`config.mk`:
```
export PLATFORM = sky130hd
export DESIGN_NAME = bit_serial_adder
export DESIGN_NICKNAME = d
export VERILOG_FILES = /design/src/rtl/bit_serial_adder.sv
export SDC_FILE = /design/constraint.sdc
export NUM_CORES = 1
export LEC_CHECK = 0
export ABC_CLOCK_PERIOD_IN_PS = 1150
export CAP_MARGIN = 5
export CORE_MARGIN = 4
export CORE_UTILIZATION = 25
export CTS_CLUSTER_DIAMETER = 80
export DETAILED_ROUTE_END_ITERATION = 8
export MAX_ROUTING_LAYER = met4
export SYNTH_ARGS = -nofsm -noshare
export SYNTH_HDL_FRONTEND = slang
export SYNTH_SLANG_ARGS = --single-unit
```
`constraint.sdc`:
```
create_clock -name clk -period 1.15 [get_ports clk]
set_input_delay 0.23 -clock clk [delete_from_list [all_inputs] [get_ports clk]]
set_output_delay 0.23 -clock clk [all_outputs]
set_load 0.02 [all_outputs]
```
`src/rtl/bit_serial_adder.sv`:
```
// Bit-serial adder: one full-adder cell sequenced LSB first over WIDTH cycles.
// Optional signed-overflow output enabled by defining SERIAL_ADD_OVF_EN.
module bit_serial_adder #(
    parameter int WIDTH = 8
) (
    input  logic             clk,
    input  logic             reset,
    input  logic             in_valid,
    output logic             in_ready,
    input  logic [WIDTH-1:0] a,
    input  logic [WIDTH-1:0] b,
    input  logic             cin,
    output logic             out_valid,
    input  logic             out_ready,
    output logic [WIDTH-1:0] sum,
    output logic             cout,
    output logic [1:0]       state_dbg
`ifdef SERIAL_ADD_OVF_EN
    ,
    output logic             ovf
`endif
);

    // Handshakes: a transfer happens on a rising edge where valid and ready
    // are both high; valid may not depend on ready, and once out_valid rises
    // sum/cout stay stable until out_ready is seen.
    localparam int CW = (WIDTH > 1) ? $clog2(WIDTH) : 1;
    localparam logic [CW-1:0] LAST = CW'(WIDTH - 1);

    typedef enum logic [1:0] {
        IDLE = 2'd0,
        RUN  = 2'd1,
        DONE = 2'd2
    } state_t;

    state_t           state_q, state_d;
    logic [WIDTH-1:0] a_q, a_d;
    logic [WIDTH-1:0] b_q, b_d;
    logic [WIDTH-1:0] s_q, s_d;
    logic             c_q, c_d;
    logic [CW-1:0]    cnt_q, cnt_d;
    logic             ovf_q, ovf_d;
    logic             sum_bit;
    logic             c_next;

    assign sum_bit = a_q[0] ^ b_q[0] ^ c_q;
    assign c_next  = (a_q[0] & b_q[0]) | ((a_q[0] ^ b_q[0]) & c_q);

    always_comb begin
        state_d = state_q;
        a_d     = a_q;
        b_d     = b_q;
        s_d     = s_q;
        c_d     = c_q;
        cnt_d   = cnt_q;
        ovf_d   = ovf_q;
        case (state_q)
            IDLE: begin
                if (in_valid) begin
                    a_d     = a;
                    b_d     = b;
                    c_d     = cin;
                    s_d     = '0;
                    cnt_d   = '0;
                    ovf_d   = 1'b0;
                    state_d = RUN;
                end
            end
            RUN: begin
                a_d   = {1'b0, a_q[WIDTH-1:1]};
                b_d   = {1'b0, b_q[WIDTH-1:1]};
                s_d   = {sum_bit, s_q[WIDTH-1:1]};
                c_d   = c_next;
                cnt_d = cnt_q + 1'b1;
                if (cnt_q == LAST) begin
                    // c_q here is the carry into the MSB
                    ovf_d   = c_q ^ c_next;
                    cnt_d   = '0;
                    state_d = DONE;
                end
            end
            DONE: begin
                if (out_ready) begin
                    state_d = IDLE;
                end
            end
            default: begin
                state_d = IDLE;
            end
        endcase
    end

    always_ff @(posedge clk) begin
        if (reset) begin
            state_q <= IDLE;
            a_q     <= '0;
            b_q     <= '0;
            s_q     <= '0;
            c_q     <= 1'b0;
            cnt_q   <= '0;
            ovf_q   <= 1'b0;
        end else begin
            state_q <= state_d;
            a_q     <= a_d;
            b_q     <= b_d;
            s_q     <= s_d;
            c_q     <= c_d;
            cnt_q   <= cnt_d;
            ovf_q   <= ovf_d;
        end
    end

    // Gated by reset so operands offered during a reset cycle are never accepted
    assign in_ready  = (state_q == IDLE) && !reset;
    assign out_valid = (state_q == DONE);
    assign sum       = s_q;
    assign cout      = c_q;
    assign state_dbg = state_q;
`ifdef SERIAL_ADD_OVF_EN
    assign ovf       = ovf_q;
`else
    logic unused_ovf;
    assign unused_ovf = ovf_q;
`endif

endmodule

```
# Word level (Yosys, flattened, before mapping)
# Cells that the tools add are included.
# W data, S select, Z words.
[classes] n_addsub=1 reduce_logical=6 n_eq_ne=6 n_mux=15 n_bitwise=5
[ops] op="$pmux W8 S2" count=3
[ops] op="$mux W8" count=3
[ops] op="$mux W2" count=3
[ops] op="$mux W3" count=2
[ops] op="$pmux W2 S3" count=1
[ops] op="$pmux W3 S2" count=1
[ops] op="$ne A2 B2 Y1 const B" count=2
[ops] op="$add A3 B1 Y3 const B" count=1
[ops] op="$eq A3 B3 Y1 const B" count=1
[ops] op="$reduce_and A3 Y1" count=1
[ops] op="$and A1 B1 Y1" count=2
[ops] op="$eq A2 B1 Y1 const B" count=1
[ops] op="$eq A2 B2 Y1 const B" count=1
[ops] op="$logic_not A2 Y1" count=1
[ops] op="$ne A2 B1 Y1 const B" count=1
[ops] op="$pmux W1 S2" count=1
[ops] op="$reduce_and A2 Y1" count=1
[ops] op="$reduce_bool A2 Y1" count=1
[ops] op="$xor A1 B1 Y1" count=2
[ops] op="$logic_and A1 B1 Y1" count=1
[ops] op="$logic_not A1 Y1" count=1
[ops] op="$mux W1" count=1
[ops] op="$or A1 B1 Y1" count=1
[word_totals] in_bits=21 out_inout_bits=13 ff_bits=30

# Longest topological paths before layout
# Gate-level depths: netlist (run 1).
[depth] ltp_word=4 depth_mapped=6 ltp_nobuf=5

# Worst setup path before layout (run 1)
# Ideal clock, no wire load.
[synth_timing] kind="reg2out" start="register state_q[1], in the netlist state_dbg[1]" end="output in_ready" arrival_time_ns=1.216 stages_incl_launch_ff=4 path_buffers=2 path_slack_ns=-0.296 required_ns=0.920 path_cell_list="dfxtp_1 -> buf_6 -> clkbuf_1 -> nor3_1"
[synth_between] elab_chain_cells=2
[synth_lines] item="start, declared" line="36" rtl="state_t state_q, state_d;"
[synth_lines] item="start signal, assigned" line="103" rtl="state_q <= state_d;"
[synth_lines] item="$logic_not A2 Y1" line="114" rtl="assign in_ready = (state_q == IDLE) && !reset;"
[synth_lines] item="$logic_and A1 B1 Y1" line="114"
[synth_lines] item="end, declared" line="9" rtl="output logic in_ready,"
# Every way passes these cells.

# Worst setup path in the final report (run 1)
[layout_timing] start="register state_q[0], in the netlist state_dbg[0]" end="register a_q[0]"
[layout_between] elab_chain_cells=3 elab_cells_between_ends=6
[layout_lines] item="$eq A2 B1 Y1 or $logic_not A2 Y1 (tied branches)" line="57" rtl="case (state_q)"
[layout_lines] item="$reduce_bool A2 Y1 (no source line) or $ne A2 B2 Y1 (tied branches)"
[layout_lines] item="$reduce_and A2 Y1 (no source line)"
[layout_lines] item="end signal, assigned" line="96" rtl="a_q <= '0;"
[layout_lines] item="end signal, assigned" line="104" rtl="a_q <= a_d;"
[layout_lines] item="end, declared" line="37" rtl="logic [WIDTH-1:0] a_q, a_d;"
# Parallel ways exist; a longest one is shown, timed or not.
# A chain may end at the register's enable or synchronous reset.

==> impl_metrics.tcl, run 1 <==
set metrics [dict create \
    whs_path_depth 2 \
    routed_wl_um 3650 \
    max_freq_ghz 0.771 \
    syn-cell-area_mm2 0.00142 \
    clock-root-buffer "clkbuf_8" \
    final_layout_size_suffix_gt1_share_pct 45.9 \
    cts.reportedPaths.clkPinSlew_ns 0.06 \
    setup_viol 29 \
    critical_path.max_stage_delay_ns 0.48 \
    instances_no_fill 292 \
    final_cell_mix "nor2_1, dfxtp_1, buf_4" \
    routed_via_density 4.50 \
    reg2reg_to "a_q[0]" \
    synth_fp_nets 182 \
    grt_max_degree 31 \
    fin_crit_sh_pct 113 \
    syn2layout_area_growth_pct 61.1 \
    hold_buffers 0 \
    grt_pass1_wl_um 6290 \
    critPathLaunchType "flip-flop" \
    synth_top_area_share_pct 42.4 \
    cp.arrival_ns 1.44 \
    postLayoutCoreUtil_pct 41.4 \
    cts_made_buffers 5 \
    gp_congestion 0.728 \
    tightest_slew_ns 0.376 \
    rows 27 \
    wl_per_cell_um 12.5 \
    drv_cap 0 \
    critical_path_class "flip-flop to flip-flop" \
    status "finished with violations" \
    drt_pre_antenna_iters 4 \
    finalHoldViolCount 0 \
    die_area_mm2 0.00693 \
    drcViolationCount 0 \
    fin_nets 243 \
    clock_sinks 30 \
    hold-path-endpoint "a_q[0]" \
    ys_types 28 \
    place_area_mm2 0.00195 \
    synth.avg_cell_area_um2 8.96 \
    dp_cells 274 \
    crit_path_top_delay_cell "or3b_2" \
    grt_pass1_vias 1349 \
    synth_largest_area_cell "dfxtp_1" \
    rr_worst_depth 4 \
    gr-total-overflow 0 \
    syn_inst 158 \
    fp.coreArea_mm2 0.00551 \
    setup_ws_ns -0.147 \
    hp-start "a_q[0]" \
    clock_path_buffers 2 \
    min_period_ns 1.30 \
    numPortBuffers 33 \
    hold_class "flip-flop to flip-flop" \
    cp_cell_sequence "buf_6 > or3b_2 > a21oi_2 > a211oi_1" \
    violations "setup timing" \
    reg2reg_from "state_dbg[0]" \
    maxSlewHeadroom_pct 74.9 \
    final_max_slew_viol_count 0 \
    grt_setup_unrepaired "yes" \
    yosys-top-cells-area "dfxtp_1, nor2_1, a22oi_1" \
    critPathCaptureType "flip-flop" \
    powerDensity_mw_per_mm2 1110 \
    leakagePower_uw 0.000938 \
    required_ns 1.30 \
    antenna_found_initial 0 \
    ir_drop_uv 491 \
    die_y_um 83.3 \
    ys_seq_elements 30 \
    whs_ns 0.470 \
    ant_nets 0 \
    hpwl_um 2420 \
    cts_tree "yes" \
    insertedDiodeCount 0 \
    ios 34 \
    stdcell_area_mm2 0.00228 \
    drt_iter0_drc 29 \
    initial_utilization_pct 25.7 \
    grt.total_usage_pct 11.5 \
    skew_ns 0.00589 \
    yosys_warnings 0 \
    final_common_cell "nor2_1" \
    seq_area_frac_synth_pct 42.4 \
    vias 1315 \
    die-width_um 83.3 \
    clkLatencyLatePin_ns 0.28 \
    h-tree-depth 2 \
    regToRegSetupSlack_ns -0.15 \
    worstPathMaxFanout 6 \
]
-- timing repair --
action / in CTS / in global routing
endpoints found under the setup margin: 41 / 40
setup buffers: 8 / 1
pin swaps: 22 / 17
resized for setup: 68 / 37
gates cloned: 2 / 0
-- per-stage QoR --
step / worst slack [ns] / setup TNS (ns) / power, uW
after global placement: -0.597 / -13.36 / 1570
final: -0.147 / -2.67 / 2540
after CTS: -0.161 / -2.94 / 2550
after floorplan: -0.0974 / -0.756 / 1410
after global routing: -0.201 / -4.63 / 2690
after detailed placement: -0.587 / -14.56 / 1580
-- where the power goes --
part,switching (uW),leakage (uW),internal [uW]
Clock,407,0.0000515,482
Sequential,36.0,0.000250,1100
Combinational,240,0.000637,279
-- flip-flops by register name, indices dropped and copies added (netlist names) --
| register | cells |
|---|---|
| a_q | 8 |
| b_q | 8 |
| sum | 8 |
| cnt_q | 3 |
| state_dbg | 2 |
| cout | 1 |
-- how the worst max path moves through the flow --
stage | from | endpoint | slack [ns] | cells after the start
finish | state_dbg[0] | a_q[0] | -0.15 | 4
CTS | state_dbg[0] | a_q[6] | -0.16 | 5
floorplan | state_dbg[0] | a_q[5] | -0.1 | 5
detailed placement | reset | in_ready | -0.59 | 3
global placement | reset | in_ready | -0.60 | 3
global route | state_dbg[0] | b_q[3] | -0.20 | 5
-- cell families after synthesis --
| logic type | share of synthesized area, % |
|---|---|
| AOI/OAI and AO/OA | 19.2 |
| muxes | 1.41 |
| buffers and inverters | 8.92 |
| and+or+nand+nor | 24.9 |
| DFF | 42.4 |
| adders and majority gates | 3.18 |
-- per-layer routing --
metal	up-vias	global-route usage [%]	wire, um
met4	0	3.12	34
met3	5	4.66	157
met2	27	17.6	1720
li1	663	-	-
met1	620	13.8	1730
met5	-	-	0
-- critical path: cells and delay by family, from the launching register on --
family | cells | cell delay, ns
buffers and inverters | 1 | 0.13
AND/OR/NAND/NOR | 1 | 0.48
flip-flops | 1 | 0.37
AO/OA/AOI/OAI | 2 | 0.19
-- area by class of cell --
cell class / instances / area [um^2]
repair buffers: 64 / 558
clock inverters: 2 / 11.3
flip-flops and latches: 30 / 616
fillers: 563 / 3220
multi-input cells: 107 / 883
inverters: 11 / 41.3
well taps: 72 / 90.1
clock buffers: 6 / 82.6
-- cell usage after synthesis (all sizes together) --
library cell	count
fa	1
nor3b	1
nor2	33
a2111oi	6
ha	2
a22oi	11
a2bb2oi	1
or3b	8
inv	11
mux2i	2
o21ai	2
a21oi	10
dfxtp	30
nand2b	9
nor2b	4
clkbuf	4
o21ba	1
nor3	9
o21bai	1
nand3b	2
a211oi	2
buf	8
Note: power is estimated with default switching activity, not from simulation.
==> run 2, diff against run 1 <==
- CORE_ASPECT_RATIO: not set -> 1.75
- CORE_MARGIN: 4 -> 2
- SLEW_MARGIN: not set -> 30
==> impl_metrics.tcl, run 2 (same netlist as run 1, synthesis figures left out) <==
set metrics [dict create \
    status "finished with violations" \
    violations "setup timing" \
    wl_per_cell_um 12.0 \
    fin_crit_sh_pct 113 \
    critPathBufInv 2 \
    regToRegSetupSlack_ns -0.15 \
    postLayoutCoreUtil_pct 43.5 \
    grt_max_degree 31 \
    grt_pass1_vias 1314 \
    gp_congestion 0.729 \
    final_max_slew_viol_count 0 \
    grt.total_usage_pct 12.3 \
    ir_drop_uv 963 \
    critPathLaunchType "flip-flop" \
    setup_ws_ns -0.148 \
    rr_worst_depth 5 \
    combPwrFrac_pct 20.2 \
    reg2reg_from "state_dbg[0]" \
    fillers 547 \
    drt_pre_antenna_iters 3 \
    instances_no_fill 303 \
    critical_path_class "flip-flop to flip-flop" \
    hpwl_um 2370 \
    required_ns 1.30 \
    antenna_found_initial 0 \
    setup_viol 22 \
    clock_sinks 30 \
    h-tree-depth 2 \
    drcViolationCount 0 \
    power.share.clock_pct 37.8 \
    p_seq_share_pct 42.0 \
    syn2layout_area_growth_pct 70.1 \
    routed_wl_um 3630 \
    max_freq_ghz 0.770 \
    hold_class "flip-flop to flip-flop" \
    worst-path-stages 5 \
    final_layout_size_suffix_gt1_share_pct 45.8 \
    critPathTopFamily "simple AND/OR/NAND/NOR gates" \
    die-width_um 60.9 \
    clock_path_buffers 2 \
    final_cell_mix "nor2_1, buf_4, dfxtp_1" \
    grt_setup_unrepaired "yes" \
    initial_utilization_pct 25.6 \
    cts.reportedPaths.clkPinSlew_ns 0.06 \
    routed_via_density 4.39 \
    cp-endpoint "a_q[5]" \
    clock-root-buffer "clkbuf_8" \
    sw_frac_of_total_pct 24.5 \
    drv_cap 0 \
    cts_made_buffers 5 \
    leakagePower_uw 0.000965 \
    ant_nets 0 \
    fp.coreArea_mm2 0.00554 \
    maxSlewHeadroom_pct 74.7 \
    switchingPower_uw 662 \
    critical_path.max_stage_delay_ns 0.38 \
    worstPathMaxFanout 7 \
    gr-total-overflow 0 \
    tightest_slew_ns 0.379 \
    cp.arrival_ns 1.45 \
    die_area_mm2 0.00631 \
    crit_path_top_delay_cell "dfxtp_4" \
    final_common_cell "nor2_1" \
    totalPowerFinal_uw 2700 \
    startpoint "state_dbg[0]" \
    path_common_cell "buf_6" \
    insertedDiodeCount 0 \
    die_y_um 104 \
    powerDensity_mw_per_mm2 1120 \
    finalHoldViolCount 0 \
    fin_nets 250 \
    skew_ns 0.00417 \
    hold_buffers 0 \
    numPortBuffers 33 \
    grt_pass1_wl_um 5840 \
    cts_tree "yes" \
    ios 34 \
    internal-power_uw 2040 \
    clkLatencyLatePin_ns 0.28 \
    drt_iter0_drc 9 \
    cp_cell_sequence "buf_6 > buf_6 > or3b_1 > a21oi_2 > nor3_2" \
    rows 36 \
    reg2reg_to "a_q[5]" \
    whs_path_depth 2 \
    critPathCaptureType "flip-flop" \
    vias 1329 \
    dp_cells 278 \
    min_period_ns 1.30 \
]
[run 2: area by class of cell]
type / instances / area, um^2 / share of cell area (%)
Multi-Input combinational cell: 107 / 892 / 37.0
Timing Repair Buffer: 71 / 657 / 27.3
Sequential cell: 30 / 614 / 25.5
Tap cell: 76 / 95.1 / 3.95
Clock buffer: 5 / 68.8 / 2.86
Inverter: 11 / 41.3 / 1.71
Clock inverter: 3 / 40.0 / 1.66
[run 2: per-stage QoR]
stage               worst slack (ns)  area (um^2)  setup TNS [ns]  hold slack, ns
floorplan                    -0.0974         1450          -0.756           0.315
global placement              -0.564         1950          -13.31           0.469
detailed placement            -0.583         1950          -13.76           0.473
CTS                           -0.143         2200           -1.97           0.482
global route                  -0.188         2410           -3.26           0.507
finish                        -0.148         2410           -1.57           0.482
[run 2: power groups by stage]
stage	clock network, uW	logic [uW]	registers, uW
6_report	1020	546	1140
5_1_grt	1110	593	1140
4_1_cts	1060	468	1130
3_5_place_dp	0	413	1160
3_3_place_gp	0	412	1160
2_1_floorplan	0	249	1160
[run 2: what timing repair did]
item                                    CTS  global route
pin swaps                                 8            16
cloned                                    2             0
gates resized for setup                  62            44
setup buffers                             7             8
endpoints found under the setup margin   42            33
[run 2: how the worst min path moves through the flow]
| stage | slack [ns] | to | from |
|---|---|---|---|
| after floorplan | 0.31 | b_q[5] | reset |
| after global placement | 0.47 | b_q[7] | b_q[7] |
| after detailed placement | 0.47 | b_q[7] | b_q[7] |
| after CTS | 0.48 | b_q[7] | b_q[7] |
| after global routing | 0.51 | a_q[2] | a_q[2] |
| final | 0.48 | a_q[7] | a_q[7] |
[run 2: layer usage]
layer | track usage [%] | vias up | part of all wire [%]
met3 | 2.75 | 6 | 3.9
li1 | - | 677 | -
met2 | 21.4 | 22 | 55
met4 | 4.66 | 0 | 1.8
met1 | 13.0 | 624 | 39
met5 | - | - | 0
[run 2: worst register-to-register path: cells and delay by family, from the launching register on]
kind / cells / cell delay, ns
buf+inv: 2 / 0.25
compound gates: 1 / 0.14
flops: 1 / 0.38
simple gates: 2 / 0.40
